<file path="src/rtl/adc_scan_pkg.sv">
// Shared types and constants for the ADC0844 scan controller.
package adc_scan_pkg;

    localparam int unsigned NCH    = 4;
    localparam int unsigned CH_W   = 2;
    localparam int unsigned MA_W   = 4;
    localparam int unsigned DATA_W = 8;

    localparam logic [1:0] SE_MA_PREFIX = 2'b01;

    typedef enum logic [2:0] {
        IDLE,
        WR_LO,
        WR_HI,
        WAIT_INT,
        RD_LO,
        RD_HI,
        DONE
    } state_t;

    // Single-ended mux address for a scan channel
    function automatic logic [MA_W-1:0] se_ma(input logic [CH_W-1:0] ch);
        return {SE_MA_PREFIX, ch};
    endfunction

endpackage

</file>
<file path="src/rtl/adc_scan_ctrl_if.sv">
// CPU port of the ADC scan controller: request/ack handshake plus address and read data.
interface adc_scan_ctrl_if;
    import adc_scan_pkg::*;

    logic              cpu_req;
    logic              cpu_wr;
    logic [MA_W-1:0]   cpu_ma;
    logic              cpu_ack;
    logic [DATA_W-1:0] cpu_rdata;

    modport master (
        output cpu_req, cpu_wr, cpu_ma,
        input  cpu_ack, cpu_rdata
    );

    modport slave (
        input  cpu_req, cpu_wr, cpu_ma,
        output cpu_ack, cpu_rdata
    );
endinterface

</file>
<file path="src/rtl/adc_phase_timer.sv">
// Loadable down-counter; phase_done is a registered pulse in the last clock of a
// load_val-clock interval (load_val must be >= 2).
module adc_phase_timer #(
    parameter int unsigned CNT_W = 4
) (
    input  logic             clk,
    input  logic             reset_n,
    input  logic             load,
    input  logic [CNT_W-1:0] load_val,
    output logic             phase_done
);

    logic [CNT_W-1:0] cnt;

    always_ff @(posedge clk or negedge reset_n) begin
        if (!reset_n) begin
            cnt        <= '0;
            phase_done <= 1'b0;
        end else if (load) begin
            cnt        <= load_val;
            phase_done <= 1'b0;
        end else begin
            if (cnt != '0) cnt <= cnt - CNT_W'(1);
            // Registered one clock early so the consumer sees it in the final clock
            phase_done <= (cnt == CNT_W'(2));
        end
    end

endmodule

</file>
<file path="src/rtl/adc_scan_ctrl.sv">
// ADC0844 bus sequencer: round-robin channel scan arbitrated against CPU port accesses.
// Optional WAIT_INT timeout with sticky scan_err when ADC_SCAN_TIMEOUT_EN is defined.
module adc_scan_ctrl
    import adc_scan_pkg::*;
#(
    parameter int unsigned PHASE_CLKS   = 4,
    parameter int unsigned TIMEOUT_CLKS = 1023
) (
    input  logic              clk,
    input  logic              reset_n,
    input  logic              scan_en,
    adc_scan_ctrl_if.slave    cpu,
    output logic [MA_W-1:0]   adc_ma,
    output logic              adc_cs_n,
    output logic              adc_wr_n,
    output logic              adc_rd_n,
    input  logic              adc_intr_n,
    input  logic [DATA_W-1:0] adc_db,
    output logic [DATA_W-1:0] ch0,
    output logic [DATA_W-1:0] ch1,
    output logic [DATA_W-1:0] ch2,
    output logic [DATA_W-1:0] ch3,
    output logic              scan_valid,
    output logic [CH_W-1:0]   scan_ch,
    output logic              scan_err
);

    localparam int unsigned TMAX  = (TIMEOUT_CLKS > PHASE_CLKS) ? TIMEOUT_CLKS : PHASE_CLKS;
    localparam int unsigned CNT_W = $clog2(TMAX + 1);

    state_t            state;
    logic              owner_scan;
    logic              kind_wr;
    logic [CH_W-1:0]   ch_ptr;
    logic [DATA_W-1:0] sample;
    logic [DATA_W-1:0] ch_res [NCH];

    logic              phase_done;
    logic              grant_cpu_c;
    logic              leave_c;
    logic [CNT_W-1:0]  load_val_c;

`ifdef ADC_SCAN_TIMEOUT_EN
    logic              timed_out;
`else
    assign scan_err = 1'b0;
`endif

    assign ch0 = ch_res[0];
    assign ch1 = ch_res[1];
    assign ch2 = ch_res[2];
    assign ch3 = ch_res[3];

    // Timer reloads on every state exit; the ack term blocks a re-grant while the CPU drops req
    always_comb begin
        grant_cpu_c = cpu.cpu_req && !cpu.cpu_ack;
        leave_c     = 1'b0;
        load_val_c  = CNT_W'(PHASE_CLKS);
        case (state)
            IDLE:                      leave_c = grant_cpu_c || scan_en;
            WR_LO, WR_HI, RD_LO, RD_HI: leave_c = phase_done;
            WAIT_INT: begin
                leave_c = !adc_intr_n;
`ifdef ADC_SCAN_TIMEOUT_EN
                if (phase_done) leave_c = 1'b1;
`endif
            end
            DONE:                      leave_c = 1'b1;
            default:                   leave_c = 1'b0;
        endcase
`ifdef ADC_SCAN_TIMEOUT_EN
        if (state == WR_HI && owner_scan) load_val_c = CNT_W'(TIMEOUT_CLKS);
`endif
    end

    adc_phase_timer #(
        .CNT_W (CNT_W)
    ) u_timer (
        .clk        (clk),
        .reset_n    (reset_n),
        .load       (leave_c),
        .load_val   (load_val_c),
        .phase_done (phase_done)
    );

    // Sequencer FSM with registered strobes, pulses and result registers
    always_ff @(posedge clk or negedge reset_n) begin
        if (!reset_n) begin
            state         <= IDLE;
            owner_scan    <= 1'b0;
            kind_wr       <= 1'b0;
            ch_ptr        <= '0;
            sample        <= '0;
            adc_ma        <= '0;
            adc_cs_n      <= 1'b1;
            adc_wr_n      <= 1'b1;
            adc_rd_n      <= 1'b1;
            cpu.cpu_ack   <= 1'b0;
            cpu.cpu_rdata <= '0;
            scan_valid    <= 1'b0;
            scan_ch       <= '0;
            for (int i = 0; i < NCH; i++) ch_res[i] <= '0;
`ifdef ADC_SCAN_TIMEOUT_EN
            timed_out     <= 1'b0;
            scan_err      <= 1'b0;
`endif
        end else begin
            cpu.cpu_ack <= 1'b0;
            scan_valid  <= 1'b0;
            case (state)
                IDLE: begin
`ifdef ADC_SCAN_TIMEOUT_EN
                    if (leave_c) timed_out <= 1'b0;
`endif
                    if (grant_cpu_c) begin
                        owner_scan <= 1'b0;
                        kind_wr    <= cpu.cpu_wr;
                        adc_cs_n   <= 1'b0;
                        if (cpu.cpu_wr) begin
                            adc_ma   <= cpu.cpu_ma;
                            adc_wr_n <= 1'b0;
                            state    <= WR_LO;
                        end else begin
                            adc_rd_n <= 1'b0;
                            state    <= RD_LO;
                        end
                    end else if (scan_en) begin
                        owner_scan <= 1'b1;
                        kind_wr    <= 1'b1;
                        adc_ma     <= se_ma(ch_ptr);
                        adc_cs_n   <= 1'b0;
                        adc_wr_n   <= 1'b0;
                        state      <= WR_LO;
                    end
                end
                WR_LO: if (phase_done) begin
                    adc_cs_n <= 1'b1;
                    adc_wr_n <= 1'b1;
                    state    <= WR_HI;
                end
                WR_HI: if (phase_done) state <= owner_scan ? WAIT_INT : DONE;
                WAIT_INT: begin
                    if (!adc_intr_n) begin
                        adc_cs_n <= 1'b0;
                        adc_rd_n <= 1'b0;
                        state    <= RD_LO;
                    end
`ifdef ADC_SCAN_TIMEOUT_EN
                    else if (phase_done) begin
                        timed_out <= 1'b1;
                        scan_err  <= 1'b1;
                        state     <= DONE;
                    end
`endif
                end
                RD_LO: if (phase_done) begin
                    sample   <= adc_db;
                    adc_cs_n <= 1'b1;
                    adc_rd_n <= 1'b1;
                    state    <= RD_HI;
                end
                RD_HI: if (phase_done) state <= DONE;
                DONE: begin
                    state <= IDLE;
                    if (owner_scan) begin
`ifdef ADC_SCAN_TIMEOUT_EN
                        if (!timed_out)
`endif
                        begin
                            ch_res[ch_ptr] <= sample;
                            scan_valid     <= 1'b1;
                            scan_ch        <= ch_ptr;
                        end
                        ch_ptr <= ch_ptr + CH_W'(1);
                    end else begin
                        cpu.cpu_ack <= 1'b1;
                        if (!kind_wr) cpu.cpu_rdata <= sample;
                    end
                end
                default: state <= IDLE;
            endcase
        end
    end

endmodule

</file>
<file path="src/flat_wrapper.sv">
// flat-port wrapper written by rule: the top's interface ports become plain ports
module adc_scan_ctrl_flat import adc_scan_pkg::*;
#(
    parameter int unsigned PHASE_CLKS   = 4,
    parameter int unsigned TIMEOUT_CLKS = 1023
)
  (clk, reset_n, scan_en, adc_ma, adc_cs_n, adc_wr_n, adc_rd_n, adc_intr_n, adc_db, ch0, ch1, ch2, ch3, scan_valid, scan_ch, scan_err, cpu_cpu_req, cpu_cpu_wr, cpu_cpu_ma, cpu_cpu_ack, cpu_cpu_rdata);
  adc_scan_ctrl_if cpu_i ();
  input  logic clk;
  input  logic reset_n;
  input  logic scan_en;
  output logic [MA_W-1:0] adc_ma;
  output logic adc_cs_n;
  output logic adc_wr_n;
  output logic adc_rd_n;
  input  logic adc_intr_n;
  input  logic [DATA_W-1:0] adc_db;
  output logic [DATA_W-1:0] ch0;
  output logic [DATA_W-1:0] ch1;
  output logic [DATA_W-1:0] ch2;
  output logic [DATA_W-1:0] ch3;
  output logic scan_valid;
  output logic [CH_W-1:0] scan_ch;
  output logic scan_err;
  input wire logic [$bits(cpu_i.cpu_req)-1:0] cpu_cpu_req;
  input wire logic [$bits(cpu_i.cpu_wr)-1:0] cpu_cpu_wr;
  input wire logic [$bits(cpu_i.cpu_ma)-1:0] cpu_cpu_ma;
  output wire logic [$bits(cpu_i.cpu_ack)-1:0] cpu_cpu_ack;
  output wire logic [$bits(cpu_i.cpu_rdata)-1:0] cpu_cpu_rdata;
  assign cpu_i.cpu_req = cpu_cpu_req;
  assign cpu_i.cpu_wr = cpu_cpu_wr;
  assign cpu_i.cpu_ma = cpu_cpu_ma;
  assign cpu_cpu_ack = cpu_i.cpu_ack;
  assign cpu_cpu_rdata = cpu_i.cpu_rdata;
  adc_scan_ctrl #(.PHASE_CLKS(PHASE_CLKS), .TIMEOUT_CLKS(TIMEOUT_CLKS)) u_core (.clk(clk), .reset_n(reset_n), .scan_en(scan_en), .cpu(cpu_i), .adc_ma(adc_ma), .adc_cs_n(adc_cs_n), .adc_wr_n(adc_wr_n), .adc_rd_n(adc_rd_n), .adc_intr_n(adc_intr_n), .adc_db(adc_db), .ch0(ch0), .ch1(ch1), .ch2(ch2), .ch3(ch3), .scan_valid(scan_valid), .scan_ch(scan_ch), .scan_err(scan_err));
endmodule
</file>
<file path="config.mk">
export PLATFORM = sky130hd
export DESIGN_NAME = adc_scan_ctrl_flat
export DESIGN_NICKNAME = d
export VERILOG_FILES = /design/src/rtl/adc_scan_pkg.sv /design/src/rtl/adc_scan_ctrl_if.sv /design/src/rtl/adc_phase_timer.sv /design/src/rtl/adc_scan_ctrl.sv /design/src/flat_wrapper.sv
export SDC_FILE = /design/constraint.sdc
export NUM_CORES = 1
export LEC_CHECK = 0
export ABC_CLOCK_PERIOD_IN_PS = 4610
export BUFFER_PORTS_ARGS = -buffer_cell sky130_fd_sc_hd__buf_2
export CAP_MARGIN = 0
export CORE_UTILIZATION = 53
export DETAILED_ROUTE_END_ITERATION = 16
export PLACE_DENSITY_LB_ADDON = 0.12
export SLEW_MARGIN = 20
export SYNTH_ARGS = -nofsm -noshare
export SYNTH_HDL_FRONTEND = slang
export SYNTH_SLANG_ARGS = --single-unit
</file>
<file path="constraint.sdc">
create_clock -name clk -period 4.61 [get_ports clk]
set_input_delay 0.2305 -clock clk [delete_from_list [all_inputs] [get_ports clk]]
set_output_delay 0.2305 -clock clk [all_outputs]
set_load 0.01 [all_outputs]
</file>
Word level (Yosys, flattened, before mapping)
Cells that the tools add are included.
{"block": "totals", "reg_bits": 77, "inputBits": 18, "out_inout_bits": 52, "wordCells": 105}
{"block": "op_classes", "n_addsub": 2, "magnitude_cmp": 2, "eq_ne": 18, "muxes": 38, "bitwise": 3, "n_reduce_logical": 23}
{"operator": "$bwmux W32", "n": 1}
{"operator": "$mux W3", "n": 9}
{"operator": "$mux W10", "n": 2}
{"operator": "$pmux W3 S6", "n": 1}
{"operator": "$demux W8 S2", "n": 1}
{"operator": "$mux W1", "n": 16}
{"operator": "$ne A2 B2 Y1 const B", "n": 7}
{"operator": "$mux W4", "n": 3}
{"operator": "$eq A10 B2 Y1 const B", "n": 1}
{"operator": "$reduce_bool A10 Y1", "n": 1}
{"operator": "$sub A10 B1 Y10 const B", "n": 1}
{"operator": "$eq A3 B3 Y1 const B", "n": 3}
{"operator": "$mux W8", "n": 1}
{"operator": "$reduce_and A4 Y1", "n": 2}
{"operator": "$eq A3 B2 Y1 const B", "n": 2}
{"operator": "$pmux W1 S3", "n": 2}
{"operator": "$reduce_and A2 Y1", "n": 3}
{"operator": "$reduce_and A3 Y1", "n": 2}
{"operator": "$reduce_and A6 Y1", "n": 1}
{"operator": "$reduce_bool A2 Y1", "n": 3}
{"operator": "$reduce_bool A3 Y1", "n": 2}
{"operator": "$reduce_and A5 Y1", "n": 1}
{"operator": "$ne A2 B1 Y1 const B", "n": 2}
{"operator": "$pmux W1 S4", "n": 1}
{"operator": "other kinds (15)", "n": 18}

Longest topological paths before layout
Gate-level depths: netlist of run 1.
{"block": "logic_depth", "depth_word": 6, "mapped_depth": 6, "depth_no_buf": 6}

Modules after synthesis
From an unflattened synthesis of run 1, not the netlist that was laid out.
{"block": "unflattened", "cells_unflattened": 271, "hier_area_um2": 3400.8}
{"module": "adc_scan_ctrl", "instances": 1, "cells_per_inst": 200, "area_per_inst_um2": 2770.2, "seq_area_each_um2": 1655.3}
{"module": "adc_phase_timer", "instances": 1, "cells_per_inst": 71, "area_per_inst_um2": 630.6, "seq_area_each_um2": 275.3}

Worst setup path after synthesis of run 1
Ideal clock, no wire load.
{"block": "synth_path", "path_kind": "flip-flop to flip-flop", "startpoint": "register u_core.u_timer.cnt[4]", "endpoint": "register u_core.u_timer.cnt[2]", "setup_ns": 0.124, "arrival_ns": 1.459, "required_time_ns": 4.486, "setup_slack_ns": 3.027, "stages_incl_launch_ff": 6, "path_buffers": 1, "synth_period_minus_slack_ns": 1.583, "path_cell_list": "dfrtp_1 > buf_6 > or4_4 > nor3_4 > a21oi_1 > a211o_1"}
{"block": "synth_between", "elab_chain_len": 2}
{"element": "start, declared", "line": "adc_phase_timer.sv:13", "source": "logic [CNT_W-1:0] cnt;"}
{"element": "start signal, assigned", "line": "adc_phase_timer.sv:20", "source": "cnt <= load_val;"}
{"element": "start signal, assigned", "line": "adc_phase_timer.sv:23", "source": "if (cnt != '0) cnt <= cnt - CNT_W'(1);"}
{"element": "$reduce_bool A10 Y1", "line": "adc_phase_timer.sv:23"}
{"element": "$reduce_bool A2 Y1 (no source line)"}
No other way between the ends.
A chain may end at the register's enable or synchronous reset.

Worst setup path after layout of run 1
{"block": "layout_path", "startpoint": "register u_core.state[2]", "endpoint": "register u_core.ch_res (netlist bit u_core.ch0[7])"}
{"block": "layout_between", "elab_chain_len": 2}
{"element": "start, declared", "line": "adc_scan_ctrl.sv:31", "source": "state_t state;"}
{"element": "start signal, assigned", "line": "adc_scan_ctrl.sv:141", "source": "WR_HI: if (phase_done) state <= owner_scan ? WAIT_INT : DONE;"}
{"element": "$eq A3 B3 Y1", "line": "adc_scan_ctrl.sv:110", "source": "case (state)"}
{"element": "$reduce_and A2 Y1 (no source line)"}
{"element": "end signal, assigned by index", "line": "adc_scan_ctrl.sv:170", "source": "ch_res[ch_ptr] <= sample;"}
{"element": "end, declared", "line": "adc_scan_ctrl.sv:36", "source": "logic [DATA_W-1:0] ch_res [NCH];"}
No other way between the ends.

==> summary.txt, run 1 <==
Main synth FF type: dfrtp_1
actual transition at the worst max-transition pin: 934.1 ps
Final #Nets: 363
gr usage total: 20.72%
Critical-path top delay cell: dfrtp_1
Peak VDD IR: 301.1 uV
WP data arrival: 2220 ps
DRT iter0 DRCs: 118
crit path max fanout: 14
most frequent cells in the layout: dfrtp_1 (74), buf_2 (67), mux2_1 (32)
cell internal pwr: 1.329 mW
Leak: 2.085 nW
Max Cap Viol: 0
Total Routed Length: 6370 um
CTS tree: built
gpl congestion: 0.8242
cell area after layout: 3961 um^2
status: complete, no violations
die footprint: 6743 um^2
Final setup viols: 0
Max Clock Skew: 10.50 ps
antenna violations before repair: 0
Core ar.: 6061 um^2
row count: 28
root buffer cell: clkbuf_8
Die Width: 82.12 um
Cell variety after synth: 48
commonest non-fill, non-tap cell in the layout: dfrtp_1
Final Hold Fails: 0
pre-CTS setup slack: 2589 ps
number of synthesized flops with an enable pin: 0
post-CTS sizing: 0
vias in the first global route: 2053
final period utilization: 43.49%
Area Growth Syn to Fin: 16.44%
Async SR Flop Fraction: 100.0%
initial core utilization: 56.13%
startpoint types: flop
setup repair bufs after CTS: 0
Max stage delay on crit path: 570 ps
Seq pwr share: 49.9%
H-tree Lvls: 3
Ant. Diodes: 0
delay-heaviest family, CP: simple AND/OR/NAND/NOR gates
max-slew violation count: 0
largest net degree at the start of global routing: 78
DRC violations left: 0
First-pass DRT Iterations: 4
Pwr Density: 503.3 nW/um^2
Yosys reg bits: 77
critical path type: flop to flop
clk buf depth: 2
Hold-fix buffers, CTS: 0
post-route minimum period: 2005 ps
syn nets: 292
Cells after Synth: 268
Worst-Skew Late Latency: 340 ps
Worst slew margin: 37.73%
# port buffers: 68
Final ANT Viol Nets: 0
total number of yosys warnings: 0
switching part of the total: 33.35%
Psw: 0.6649 mW
syn avg cell area: 12.69 um^2
Clk pwr share: 22.9%
synthesized area: 3402 um^2
fmax: 498.8 MHz
HP Class: primary input to asynchronous set/reset pin
Placed Area: 3794 um^2
Top Ports: 70
via count: 2288
Buf/Inv on CP: 0
combinational share of power: 27.2%
die height: 82.12 um
dpl hpwl: 4384 um
sequential area share after synthesis: 56.75%
Cells after DPL: 403
fin cells: 416
CP Capture Type: flop
RSZ-0062 raised after global routing: false
Worst-path clk slew: 70 ps
CP cell instances: nor2b_1 -> and3_1 -> nand2_2 -> mux2_1
final setup TNS: 0 ps
TritonCTS Buffers: 9
share of layout cells above drive strength 1: 34.31%
worst setup slack after layout: 2605 ps
first-pass GRT wire length: 10090 um
Final Core Density: 65.36%
Num Clock Sinks: 77
wire per inst: 15.31 um
Worst Path Required: 4830 ps
routed vias/inst: 5.500
gr ovfl total: 0
## layer usage
layer	track usage [%]	vias up	wire, um
met5	0	-	0
met3	5.385	13	292
met2	29.67	60	2846
met1	29.01	1110	3084
li1	-	1105	-
met4	10.53	0	146
## cell usage after synthesis, types with 2 or more instances
| master | number | area, um^2 |
|---|---|---|
| dfrtp_1 | 74 | 1852 |
| o21ai_0 | 9 | 45.04 |
| nand2b_1 | 6 | 37.54 |
| a2bb2oi_1 | 2 | 17.52 |
| nor3_1 | 4 | 20.02 |
| a21o_1 | 2 | 15.01 |
| nor4_1 | 3 | 18.77 |
| mux2i_1 | 3 | 30.03 |
| o21a_1 | 2 | 15.01 |
| nand3_1 | 4 | 20.02 |
| mux2_1 | 32 | 360.4 |
| ha_1 | 6 | 75.07 |
| a221oi_1 | 2 | 17.52 |
| o31ai_1 | 3 | 22.52 |
| nor2_1 | 19 | 71.32 |
| buf_2 | 3 | 15.01 |
| o22ai_1 | 3 | 18.77 |
| dfstp_2 | 3 | 78.83 |
| nand2_1 | 10 | 37.54 |
| mux2_2 | 19 | 214.0 |
| nor2b_1 | 8 | 50.05 |
| nor3_4 | 2 | 32.53 |
| or4_4 | 2 | 22.52 |
| clkbuf_1 | 3 | 11.26 |
| inv_1 | 5 | 18.77 |
| xnor2_1 | 2 | 17.52 |
| a21oi_1 | 10 | 50.05 |
| nand2_2 | 4 | 25.02 |
| a211oi_1 | 3 | 22.52 |
| buf_4 | 2 | 15.01 |
## layout make-up
class	instances	area, um^2
Tap cell	75	93.84
Inverter	5	18.77
Clock inverter	3	40.04
Clock buffer	10	127.6
Timing Repair Buffer	69	350.3
Sequential cell	77	1931
Fill cell	496	2100
Multi-Input combinational cell	177	1400
## worst paths after layout
kind | to | cells after the start | slack (ps) | start
worst min-delay path | u_core.cpu.cpu_rdata[2]$_DFFE_PN0P_ | 1 | 40 | reset_n
min in group clk | u_core.sample[4]$_DFFE_PN0P_ | 2 | 120 | adc_db[4]
worst min register to register | u_core.ch2[2]$_DFFE_PN0P_ | 1 | 480 | u_core.ch2[2]$_DFFE_PN0P_
worst max-delay path | u_core.ch0[7]$_DFFE_PN0P_ | 4 | 2610 | u_core.state[2]$_DFFE_PN0P_
max in group asynchronous | u_core.state[1]$_DFFE_PN0P_ | 1 | 3970 | reset_n
worst max register to register | u_core.ch0[7]$_DFFE_PN0P_ | 4 | 2610 | u_core.state[2]$_DFFE_PN0P_
## worst register-to-register path: stages (launching register included)
cell and delay, ps:
dfrtp_1 570, nor2b_1 210, and3_1 460, nand2_2 270
mux2_1 380
## logic make-up after synthesis
| kind of cell | share of synthesized area (%) |
|---|---|
| other | 0.1102 |
| DFF | 56.75 |
| adders and majority gates | 2.207 |
| buffers and inverters | 2.096 |
| xor gates and xnor gates | 0.5150 |
| and+or+nand+nor | 12.32 |
| muxes | 17.76 |
| AOI/OAI and AO/OA | 8.239 |
## power groups by stage
stage	Combinational, mW	Sequential, mW	Clock, mW
detailed placement	0.546	1.01	0
global placement	0.535	1.00	0
CTS	0.550	0.992	0.475
finish	0.543	0.994	0.457
floorplan	0.420	0.968	0
global route	0.612	1.02	0.503
## state kept, by name, summed over array words and instances, names as in the netlist, 3 cells and up
name                  count
u_core.adc_ma             4
u_core.ch0                8
u_core.ch1                8
u_core.ch2                8
u_core.ch3                8
u_core.cpu.cpu_rdata      8
u_core.sample             8
u_core.state              3
u_core.u_timer.cnt       10
## stage by stage
| step | total power [mW] | hold WS [ps] |
|---|---|---|
| after detailed placement | 1.552 | 435.1 |
| after global placement | 1.536 | 436.4 |
| after floorplan | 1.387 | -65.09 |
| final | 1.994 | 41.08 |
| after CTS | 2.017 | 64.53 |
| after global routing | 2.140 | 102.3 |
Note: power is estimated with default switching activity, not from simulation.
==> inputs of run 2 (changes only) <==
ABC_AREA = 1   (was unset)
ABC_CLOCK_PERIOD_IN_PS = 1950   (was 4610)
clock period = 1.95 ns   (was 4.61 ns; I/O delays follow)
==> run 2 against run 1 <==
- fmax is 12% higher
- power grew to 3.4 times the previous value
- area after synthesis is 0.33% lower
- setup slack worse by 2400 ps
- register-to-register slack worse by 2400 ps
==> summary.txt, run 2 <==
status: complete, no violations
Main synth FF type: dfrtp_1
CTS tree: built
delay-heaviest family, CP: simple AND/OR/NAND/NOR gates
Max Clock Skew: 13.04 ps
H-tree Lvls: 3
Ant. Diodes: 0
Final ANT Viol Nets: 0
Num Clock Sinks: 77
TritonCTS Buffers: 9
Worst-path clk slew: 90 ps
Pwr Density: 1669 nW/um^2
initial core utilization: 55.95%
Total Routed Length: 7118 um
synth cell count leaders: nand2_1 (89), dfrtp_1 (74), nor2_1 (43)
DRT iter0 DRCs: 118
HP Class: primary input to flop
most frequent cell on the critical path: nand2_1
final period utilization: 91.71%
Worst slew margin: 61.50%
Die Width: 81.99 um
die footprint: 6722 um^2
DRC violations left: 0
Buf/Inv on CP: 2
CP Capture Type: flop
synthesized area: 3391 um^2
Max stage delay on crit path: 360 ps
WP data arrival: 2070 ps
most frequent cells in the layout: nand2_1 (88), dfrtp_1 (74), buf_2 (67)
FILL cells: 531
fmax: 559.2 MHz
Top Ports: 70
share of layout cells above drive strength 1: 23.85%
RSZ-0062 raised after global routing: false
syn avg cell area: 9.115 um^2
setup repair bufs after CTS: 0
Area Growth Syn to Fin: 20.52%
actual transition at the worst max-transition pin: 576.1 ps
Critical-path top delay cell: dfrtp_1
routed vias/inst: 5.141
Worst-Skew Late Latency: 360 ps
vias in the first global route: 2525
clk buf depth: 2
cell with the most instances after synthesis: nand2_1
max-slew violation count: 0
Max Cap Viol: 0
wire per inst: 13.38 um
gr usage total: 23.11%
pre-CTS setup slack: 150.4 ps
Final setup viols: 0
first-pass GRT wire length: 11470 um
Yosys reg bits: 77
top cells by area, synth: dfrtp_1 (55%), nand2_1 (9.9%), nor2_1 (4.8%), o21ai_0 (3.7%), inv_1 (3.7%)
gr ovfl total: 0
worst setup slack after layout: 161.6 ps
WHS: 12.30 ps
via count: 2735
CP cell instances: inv_1 -> ha_1 -> nand2_1 -> nor2_1 -> nand2_1 -> inv_1 -> nand2_1 -> a21oi_1
area share of the largest cell type after synthesis: 54.61%
gpl congestion: 0.8536
Cells after Synth: 372
startpoint types: flop
Worst Path Required: 2230 ps
Core ar.: 6061 um^2
critical path type: flop to flop
largest net degree at the start of global routing: 40
root buffer cell: clkbuf_8
number of flip-flops in the largest register: 10
Yosys top cell by area: dfrtp_1
Peak VDD IR: 875.1 uV
Leak: 2.168 nW
commonest non-fill, non-tap cell in the layout: nand2_1
Final Hold Fails: 0
final setup TNS: 0 ps
Final #Nets: 476
# port buffers: 68
Final Core Density: 67.42%
number of synthesized flops with an enable pin: 0
total number of yosys warnings: 0
First-pass DRT Iterations: 4
die height: 81.99 um
antenna violations before repair: 0
syn nets: 396
Cell variety after synth: 31
crit path max fanout: 6
Async SR Flop Fraction: 100.0%
Most flops, register: u_core.u_timer.cnt
row count: 28
post-route minimum period: 1788 ps
dpl hpwl: 4971 um
sequential area share after synthesis: 56.94%
-- run 2: changes by cell type after synthesis, sizes merged, moves of 8 or more --
cell   before  now
nand3       4   12
o21ai       9   49
mux2       51    0
nor2b       8    0
inv         5   35
nor2       20   47
nand2      14   95
-- run 2: area by class of cell --
class	instances	area [um^2]	share of cell area (%)
repair buffers	78	452.9	11.08
inverters	36	136.4	3.337
multi-input cells	250	1249	30.56
well taps	75	93.84	2.296
clock inverters	6	96.34	2.358
flip-flops and latches	77	1931	47.24
clock buffers	10	127.6	3.123
-- run 2: path summary, 6_finish.rpt --
| check | startpoint | endpoint | slack [ps] | cells past startpoint |
|---|---|---|---|---|
| min | cpu_cpu_ma[1] | u_core.adc_ma[1]$_DFFE_PN0P_ | 10 | 3 |
| min in group asynchronous | reset_n | u_core.state[2]$_DFFE_PN0P_ | 250 | 2 |
| max in group asynchronous | reset_n | u_core.adc_cs_n$_DFFE_PN1P_ | 1060 | 3 |
| min reg2reg | u_core.adc_cs_n$_DFFE_PN1P_ | u_core.adc_cs_n$_DFFE_PN1P_ | 470 | 2 |
| max reg2reg | u_core.u_timer.cnt[0]$_DFFE_PN0P_ | u_core.u_timer.cnt[1]$_DFFE_PN0P_ | 160 | 8 |
| max | u_core.u_timer.cnt[0]$_DFFE_PN0P_ | u_core.u_timer.cnt[1]$_DFFE_PN0P_ | 160 | 8 |
-- run 2: repair_timing --
item / CTS / global route
gates resized for setup: 0 / 1
endpoints found under the setup margin: 0 / 8
hold endpoints to repair: 44 / 0
hold buffers: 9 / 0
-- run 2: logic make-up after synthesis --
group           count (synthesis)  synth area share [%]
compound gates                 71                 11.73
fa+ha+maj                       6                 2.214
flops                          77                 56.94
simple gates                  167                 21.40
xor+xnor                        5                 1.292
buf+inv                        45                 6.310
other cells                     1                0.1106
-- run 2: per-layer routing --
metal	up-vias	part of all wire, %	track usage (%)	wire length (um)
li1	1363	-	-	-
met4	0	1.2	7.368	82
met2	68	46	36.12	3293
met1	1296	48	30.93	3390
met3	8	4.9	6.778	351
met5	-	0	0	0
-- run 2: where the power goes --
part	total, mW	internal [mW]	leakage (nW)	switching, mW
Clock	1.36	0.734	0.109	0.625
Sequential	2.69	2.28	0.962	0.412
Combinational	2.77	1.02	1.10	1.75
-- run 2: metrics by stage --
| step | total power [mW] | instance area [um^2] | instances |
|---|---|---|---|
| after floorplan | 4.611 | 3391 | 372 |
| after global placement | 5.418 | 3770 | 507 |
| after detailed placement | 5.482 | 3770 | 507 |
| after CTS | 6.860 | 4084 | 532 |
| after global routing | 7.394 | 4086 | 532 |
| final | 6.821 | 4086 | 532 |
-- run 2: worst reg2reg max path, delay by kind of cell, from the launching register on --
kind                     cells  cell delay [ps]
flip-flops                   1              360
buffers and inverters        2              380
AND/OR/NAND/NOR              4              600
adder cells (fa/ha/maj)      1              270
AO/OA/AOI/OAI                1              110
==> inputs of run 3 (changes only) <==
HOLD_SLACK_MARGIN = 0.06   (was unset)
==> run 3 against run 2 <==
- setup slack better by 6.0 ps
- clock skew hardly changed
- register-to-register slack hardly changed
- die area stayed put
- flip-flop and latch count stayed put
- first-iteration DRC count is 11% lower
- cell count is 1.1% higher
- critical path type unchanged
- global-route usage is 0.26 points higher
- clock power hardly changed
- critical endpoint unchanged
==> summary.txt, run 3 (synthesis results as in run 2) <==
row count: 28
most frequent cells in the layout: nand2_1 (88), dfrtp_1 (74), buf_2 (67)
Area Growth Syn to Fin: 22.29%
initial core utilization: 55.95%
wire per inst: 13.38 um
# port buffers: 68
setup repair bufs after CTS: 0
FF-to-FF path depth: 8
Max Cap Viol: 0
Final Core Density: 68.41%
hold depth: 3
First-pass DRT Iterations: 4
Ant. Diodes: 0
Pwr Density: 1647 nW/um^2
commonest non-fill, non-tap cell in the layout: nand2_1
number of flip-flops in the largest register: 10
Worst slew margin: 61.53%
gr usage total: 23.38%
first-pass GRT wire length: 11610 um
Critical-path top delay cell: dfrtp_1
status: complete, no violations
startpoint types: flop
Max Clock Skew: 12.99 ps
antenna violations before repair: 0
Clk pwr share: 19.8%
TritonCTS Buffers: 9
crit path max fanout: 6
H-tree Lvls: 3
DRC violations left: 0
vias in the first global route: 2572
Num Clock Sinks: 77
DRT iter0 DRCs: 105
Worst Path Required: 2230 ps
die height: 81.99 um
Final Hold Fails: 0
final period utilization: 91.40%
Final setup viols: 0
cell internal pwr: 4.047 mW
Total Routed Length: 7196 um
Most flops, register: u_core.u_timer.cnt
Final #Nets: 482
post-route minimum period: 1782 ps
Leak: 2.190 nW
Peak VDD IR: 871.8 uV
combinational share of power: 40.8%
via count: 2758
final setup TNS: 0 ps
fmax: 561.1 MHz
gr ovfl total: 0
CP cell instances: inv_1 -> ha_1 -> nand2_1 -> nor2_1 -> nand2_1 -> inv_1 -> nand2_1 -> a21oi_1
dpl hpwl: 4971 um
clk buf depth: 2
gpl congestion: 0.8536
Final ANT Viol Nets: 0
root buffer cell: clkbuf_8
RSZ-0062 raised after global routing: false
actual transition at the worst max-transition pin: 575.6 ps
die footprint: 6722 um^2
Core ar.: 6061 um^2
routed vias/inst: 5.126
Worst-Skew Late Latency: 360 ps
CP Capture Type: flop
switching part of the total: 40.76%
Seq pwr share: 39.4%
Top Ports: 70
share of layout cells above drive strength 1: 23.54%
max-slew violation count: 0
HP Class: primary input to flop
Psw: 2.784 mW
largest net degree at the start of global routing: 40
WP data arrival: 2060 ps
Max stage delay on crit path: 360 ps
critical path type: flop to flop
most frequent cell on the critical path: nand2_1
CTS tree: built
Worst-path clk slew: 80 ps
Die Width: 81.99 um
## run 3: cell types whose count changed in the layout (fill, tap and decap cells not counted), sizes merged
cell,change
dlygate4sd3,+6
## run 3: final cells by class
type / count / area, um^2
clock buffers: 10 / 127.6
clock inverters: 6 / 96.34
fillers: 519 / 1914
inverters: 36 / 136.4
multi-input cells: 250 / 1249
flip-flops and latches: 77 / 1931
well taps: 75 / 93.84
repair buffers: 84 / 513.0
## run 3: per-layer routing
| layer | global-route usage, % | routed length, um |
|---|---|---|
| met3 | 6.778 | 366 |
| met1 | 31.00 | 3364 |
| met4 | 7.368 | 82 |
| met5 | 0 | 0 |
| met2 | 36.94 | 3383 |
## run 3: final timing paths
check | from | to | slack [ps]
worst max-delay path | u_core.u_timer.cnt[0]$_DFFE_PN0P_ | u_core.u_timer.cnt[1]$_DFFE_PN0P_ | 170
worst min-delay path | cpu_cpu_wr | u_core.kind_wr$_DFFE_PN0P_ | 150
worst max register to register | u_core.u_timer.cnt[0]$_DFFE_PN0P_ | u_core.u_timer.cnt[1]$_DFFE_PN0P_ | 170
worst min register to register | u_core.owner_scan$_DFFE_PN0P_ | u_core.cpu.cpu_ack$_DFF_PN0_ | 460
max in group asynchronous | reset_n | u_core.adc_cs_n$_DFFE_PN1P_ | 1060
min in group asynchronous | reset_n | u_core.state[2]$_DFFE_PN0P_ | 250
## run 3: per-stage QoR
stage                     cell area (um^2)  total power [mW]  setup slack, ps  hold WS (ps)  std cells
after global placement                3770             5.418            230.1         106.4        507
after global routing                  4146             7.409            12.92         154.3        538
after floorplan                       3391             4.611            510.4        -198.1        372
after detailed placement              3770             5.482            150.4         109.8        507
after CTS                             4144             6.873            103.4         133.4        538
final                                 4146             6.831            167.6         145.8        538
## run 3: what timing repair did
action                                 CTS  global route
setup endpoints to repair                0             8
hold buffers                            15             0
gates resized for setup                  0             1
endpoints found under the hold margin   48             0
## run 3: critical path: cells and delay by family, from the launching register on
family                   cells  cell delay [ps]
adder cells (fa/ha/maj)      1              270
AO/OA/AOI/OAI                1              110
buffers and inverters        2              370
flip-flops                   1              360
AND/OR/NAND/NOR              4              590
## run 3: power by group through the flow
stage,sequential (mW),combinational (mW),clock [mW]
2_1_floorplan,2.85,1.76,0
3_3_place_gp,2.70,2.72,0
3_5_place_dp,2.72,2.77,0
4_1_cts,2.69,2.81,1.38
5_1_grt,2.78,3.19,1.44
6_report,2.69,2.79,1.35
